==> src/rtl/fl_pkg.sv <==
// Shared types and helpers for the multi-port free list.
// Pure declarations: no logic, no latency, no flow control.
// Port-array typedefs describe the default 8-entry, 2-alloc, 2-free geometry.
package fl_pkg;

    localparam int FL_MAX_SIZE       = 1024;
    localparam int FL_SIZE           = 8;
    localparam int FL_ALLOC_PORTS    = 2;
    localparam int FL_FREE_PORTS     = 2;

    typedef logic [FL_ALLOC_PORTS-1:0][FL_SIZE-1:0] alloc_oh_t;
    typedef logic [FL_FREE_PORTS-1:0][FL_SIZE-1:0]  free_oh_t;

    function automatic int fl_cnt_w(input int size);
        return $clog2(size + 1);
    endfunction

    // Callers zero-extend narrower maps to FL_MAX_SIZE before calling.
    function automatic int fl_popcount(input logic [FL_MAX_SIZE-1:0] v);
        int n;
        n = 0;
        for (int i = 0; i < FL_MAX_SIZE; i++) begin
            n += int'(v[i]);
        end
        return n;
    endfunction

endpackage

==> src/rtl/fl_prio_pick.sv <==
// Single-port lowest-set-bit picker; chains by passing the remaining free map on.
// Latency: purely combinational.
// Backpressure: none; an empty input map yields no grant and an empty output map.
module fl_prio_pick #(
    parameter int SIZE = 8
) (
    input  logic            req,
    input  logic [SIZE-1:0] avail_in,
    output logic            gnt,
    output logic [SIZE-1:0] onehot,
    output logic [SIZE-1:0] avail_out
);

    logic [SIZE-1:0] lowest;

    always_comb begin
        lowest    = avail_in & (~avail_in + SIZE'(1));
        gnt       = req & (|avail_in);
        onehot    = gnt ? lowest : '0;
        avail_out = avail_in & ~onehot;
    end

endmodule

==> src/rtl/free_list_mp.sv <==
// Multi-port free list: in-order allocation of lowest free entries, multi-port release.
// Latency: grants combinational from the registered map; frees visible the next cycle.
// Backpressure: empty map denies all grants; optional sticky err with FL_ERR_CHECK_EN.
module free_list_mp
    import fl_pkg::*;
#(
    parameter int              SIZE        = 8,
    parameter int              ALLOC_PORTS = 2,
    parameter int              FREE_PORTS  = 2,
    parameter logic [SIZE-1:0] INIT_FREE   = '1
) (
    input  logic                                 clk,
    input  logic                                 rst_n,
    input  logic [ALLOC_PORTS-1:0]               alloc_req,
    output logic [ALLOC_PORTS-1:0]               alloc_gnt,
    output logic [ALLOC_PORTS-1:0][SIZE-1:0]     alloc_onehot,
    input  logic [FREE_PORTS-1:0]                free_vld,
    input  logic [FREE_PORTS-1:0][SIZE-1:0]      free_onehot,
    output logic [SIZE-1:0]                      free_bitmap,
    output logic [fl_cnt_w(SIZE)-1:0]            free_count,
    output logic                                 empty,
    output logic                                 full,
    output logic                                 err
);

    localparam int            CW       = fl_cnt_w(SIZE);
    localparam logic [CW-1:0] INIT_CNT = CW'(fl_popcount(FL_MAX_SIZE'(INIT_FREE)));

    logic [SIZE-1:0]              bitmap_q, bitmap_d;
    logic [CW-1:0]                count_q, count_d;
    logic [ALLOC_PORTS:0][SIZE-1:0] avail_chain;
    logic [SIZE-1:0]              taken, freed;
    logic [FL_MAX_SIZE-1:0]       pc_ext;

    // Gating the chain head with rst_n keeps every grant low while in reset.
    assign avail_chain[0] = rst_n ? bitmap_q : '0;

    for (genvar k = 0; k < ALLOC_PORTS; k++) begin : g_pick
        fl_prio_pick #(.SIZE(SIZE)) u_pick (
            .req       (alloc_req[k]),
            .avail_in  (avail_chain[k]),
            .gnt       (alloc_gnt[k]),
            .onehot    (alloc_onehot[k]),
            .avail_out (avail_chain[k+1])
        );
    end

    always_comb begin
        taken = bitmap_q & ~avail_chain[ALLOC_PORTS];
        freed = '0;
        for (int p = 0; p < FREE_PORTS; p++) begin
            if (free_vld[p]) begin
                freed = freed | free_onehot[p];
            end
        end
        bitmap_d = (bitmap_q & ~taken) | freed;
        pc_ext   = '0;
        pc_ext[SIZE-1:0] = bitmap_d;
        count_d  = CW'(fl_popcount(pc_ext));
    end

    always_ff @(posedge clk or negedge rst_n) begin
        if (!rst_n) begin
            bitmap_q <= INIT_FREE;
            count_q  <= INIT_CNT;
        end else begin
            bitmap_q <= bitmap_d;
            count_q  <= count_d;
        end
    end

    assign free_bitmap = bitmap_q;
    assign free_count  = count_q;
    assign empty       = (count_q == '0);
    assign full        = (count_q == CW'(SIZE));

`ifdef FL_ERR_CHECK_EN
    logic            err_q, err_d;
    logic [SIZE-1:0] seen, dup;
    logic            bad_oh;

    // Granted entries are a subset of bitmap_q, so one overlap test covers both cases.
    always_comb begin
        seen   = '0;
        dup    = '0;
        bad_oh = 1'b0;
        for (int p = 0; p < FREE_PORTS; p++) begin
            if (free_vld[p]) begin
                dup  = dup | (seen & free_onehot[p]);
                seen = seen | free_onehot[p];
                if (!$onehot(free_onehot[p])) begin
                    bad_oh = 1'b1;
                end
            end
        end
        err_d = err_q | bad_oh | (|dup) | (|(freed & bitmap_q));
    end

    always_ff @(posedge clk or negedge rst_n) begin
        if (!rst_n) begin
            err_q <= 1'b0;
        end else begin
            err_q <= err_d;
        end
    end

    assign err = err_q;
`else
    assign err = 1'b0;
`endif

endmodule

==> config.mk <==
export PLATFORM = sky130hd
export DESIGN_NAME = free_list_mp
export DESIGN_NICKNAME = d
export VERILOG_FILES = /design/src/rtl/fl_pkg.sv /design/src/rtl/fl_prio_pick.sv /design/src/rtl/free_list_mp.sv
export SDC_FILE = /design/constraint.sdc
export NUM_CORES = 1
export LEC_CHECK = 0
export CORE_ASPECT_RATIO = 0.9
export CORE_UTILIZATION = 35
export DETAILED_ROUTE_END_ITERATION = 10
export HOLD_SLACK_MARGIN = 0.06
export MAX_ROUTING_LAYER = met4
export PLACE_DENSITY_LB_ADDON = 0.2
export SYNTH_ARGS = -nofsm -noshare
export SYNTH_HDL_FRONTEND = slang
export SYNTH_HIERARCHICAL = 1
export SYNTH_SLANG_ARGS = --single-unit
==> constraint.sdc <==
create_clock -name clk -period 4.3 [get_ports clk]
set_input_delay 0.86 -clock clk [delete_from_list [all_inputs] [get_ports clk]]
set_output_delay 0.86 -clock clk [all_outputs]
set_load 0.03 [all_outputs]
==> results of run 1 <==
==> cell type report <==
type	count	area share, %
Timing Repair Buffer	90	41.5
Multi-Input combinational cell	71	33.2
Sequential cell	12	16.3
Inverter	23	4.52
Tap cell	40	2.62
Clock buffer	4	1.90
==> Yosys cell counts <==
master,n
o21a_1,2
ha_1,3
a222oi_1,8
a21boi_0,4
buf_6,2
dfrtp_1,3
a31oi_1,2
a21oi_1,3
nor4b_2,2
buf_2,2
nor2b_1,3
inv_1,23
or4b_1,2
dfstp_2,9
nor2_1,4
nor4_1,5
buf_4,1
and3_1,4
o31a_1,2
and2_1,14
nor3b_1,4
fa_1,4
xnor2_1,1
conb_1,1
nor4b_1,1
and4_1,2
==> flip-flops by register name, indices dropped and copies added (netlist names) <==
| signal | flops |
|---|---|
| free_bitmap | 8 |
| free_count | 4 |
==> metal layers <==
metal,up-vias,wire [µm],track usage [%]
met2,47,1850,42.2
met4,0,61,10.7
li1,569,-,-
met5,-,0,-
met3,7,159,3.18
met1,575,1290,26.6
==> report_power, final <==
part	internal [mW]	switching [mW]	total, mW
Sequential	0.144	0.0180	0.162
Combinational	0.175	0.189	0.364
Clock	0.0515	0.0370	0.0885
Total	0.371	0.244	0.615
==> worst register-to-register path: cells and delay by family, from the launching register on <==
kind | cells | cell delay (ps)
compound gates | 1 | 210
fa+ha+maj | 5 | 2040
buf+inv | 4 | 320
flops | 1 | 380
simple gates | 5 | 1120
==> timing repair <==
action	CTS	global route
endpoints found under the setup margin	5	3
gates resized for setup	15	1
pin swaps	10	5
buffers inserted	3	2
==> worst max-delay path by stage <==
stage | end | slack, ps | cells after the start
final | free_count[1] | -190 | 16
after global routing | free_count[1] | -360 | 15
after CTS | free_count[1] | -250 | 16
after detailed placement | free_count[1] | -910 | 16
after global placement | free_count[2] | -820 | 15
after floorplan | free_count[2] | -400 | 15
==> cell families after synthesis <==
| logic type | count (synthesis) | synth area share [%] |
|---|---|---|
| adder cells (fa/ha/maj) | 7 | 11.5 |
| AND/OR/NAND/NOR | 41 | 27.8 |
| XOR/XNOR | 1 | 0.857 |
| AO/OA/AOI/OAI | 21 | 16.6 |
| other | 1 | 0.367 |
| flip-flops | 12 | 30.5 |
| buffers and inverters | 28 | 12.4 |
==> impl_metrics.json, run 1 <==
{
  "status": "finished with violations",
  "violations": "negative setup slack",
  "grt_pass1_vias": 1167,
  "fillers": 230,
  "grtUsageTotal_pct": 23.7,
  "vias": 1198,
  "synth_top_area_share_pct": 23.1,
  "drt_iter0_drc": 62,
  "powerDensity_nw_per_um2": 322,
  "reg2reg_depth": 15,
  "critPathLaunch": "rst_n",
  "drcViolationCount": 0,
  "clk_pin_slew_worst_paths_ps": 70,
  "grt_max_degree": 18,
  "finalHoldWorstSlack_ps": 509,
  "grt-ovfl-total": 0,
  "row_count": 18,
  "r2r_slack_ps": 120,
  "setup_viol": 2,
  "seq_area_frac_synth_pct": 30.5,
  "synth-seq-cells": 12,
  "crit_required_ps": 4480,
  "avgViaCountPerCell": 4.99,
  "rsz0062_at_grt": "yes",
  "holdBufCountCts": 0,
  "min_path_type": "in2async",
  "core-area_um2": 2770,
  "die_w_um": 59.0,
  "timing.rr.start": "free_bitmap[0]",
  "crit_family": "adder cells",
  "slowest_stage": "or4b_4",
  "synth.cell_area_um2": 1020,
  "leakagePower_nw": 0.871,
  "cp.arrival_ps": 4670,
  "die_area_um2": 3140,
  "syn_area_per_cell_um2": 9.21,
  "syn2layout_area_growth_pct": 86.8,
  "gp_congestion": 0.874,
  "drive_gt1_share_pct": 37.5,
  "die_h_um": 53.3,
  "syn_inst": 111,
  "cts_max_path_buffers": 2,
  "firstDrtPassIters": 5,
  "final_cell_mix": "buf_4 (46), clkdlybuf4s50_1 (42), inv_1 (21)",
  "ir_drop_uv": 240,
  "synthTopCellsByArea": "dfstp_2 (23%), and2_1 (8.6%), inv_1 (8.4%), a222oi_1 (7.8%), fa_1 (7.8%)",
  "cts_tree": "built",
  "final_core_util_pct": 68.9,
  "path_cells": "buf_8, and2_4, nor3b_4, nor2b_2, or4b_4, and2_4, a222oi_1, buf_4, fa_1, fa_1, fa_1, inv_1, ha_2, inv_2, fa_2, inv_2",
  "post-dp-hpwl_um": 2820,
  "fin_skew_ps": 4.12,
  "register_area_um2": 312,
  "post-route-period-util_pct": 105,
  "r2r_end": "free_count[1]",
  "finalWorstSetupSlack_ps": -194,
  "insertion_delay_ps": 270,
  "critPathKind": "in2reg",
  "drv_slew": 0,
  "port_buffers": 53,
  "crit_path_frequent_cell": "fa_1",
  "dpl_worst_slack_ps": -907,
  "fin_cells": 240,
  "htreeDepth": 1,
  "endpoint_kind": "flop",
  "cp_num_buf_inv": 5,
  "ant_nets": 0,
  "dpl-instance-area_um2": 1810,
  "maxCapViolations": 0,
  "fin_tns_setup_ps": -306,
  "multi_input_area_um2": 633,
  "numCtsBuffers": 3,
  "grt_pass1_wl_um": 5240,
  "hold_violations": 0,
  "yosysTopAreaCell": "dfstp_2",
  "finalWirelength_um": 3360,
  "yosys_warnings": 6,
  "clkSinkCount": 12,
  "num_io_pins": 55,
  "critPathMaxFanout": 4,
  "wl_per_cell_um": 14.0,
  "synth_fp_nets": 140,
  "antenna_found_initial": 0,
  "fin_area_um2": 1910,
  "fmax_mhz": 222,
  "slowest_delay_ps": 520,
  "nNetsFinal": 230,
  "placed_cells_incl_taps": 231,
  "n_antenna_cell": 0,
  "start_util_pct": 36.9,
  "root_buffer": "clkbuf_4",
  "final_common_cell": "buf_4",
  "post-route-min-period_ps": 4490,
  "startpoint_type": "input port",
  "total_power_mw": 0.615,
  "synth.distinct_cells": 26
}
No activity file was read; power rests on OpenSTA's default activity.
==> run 2, diff against run 1 <==
- CAP_MARGIN: unset -> 20
==> results of run 2 <==
Same layout as run 1: the final DEF is identical, and so are final timing and power.
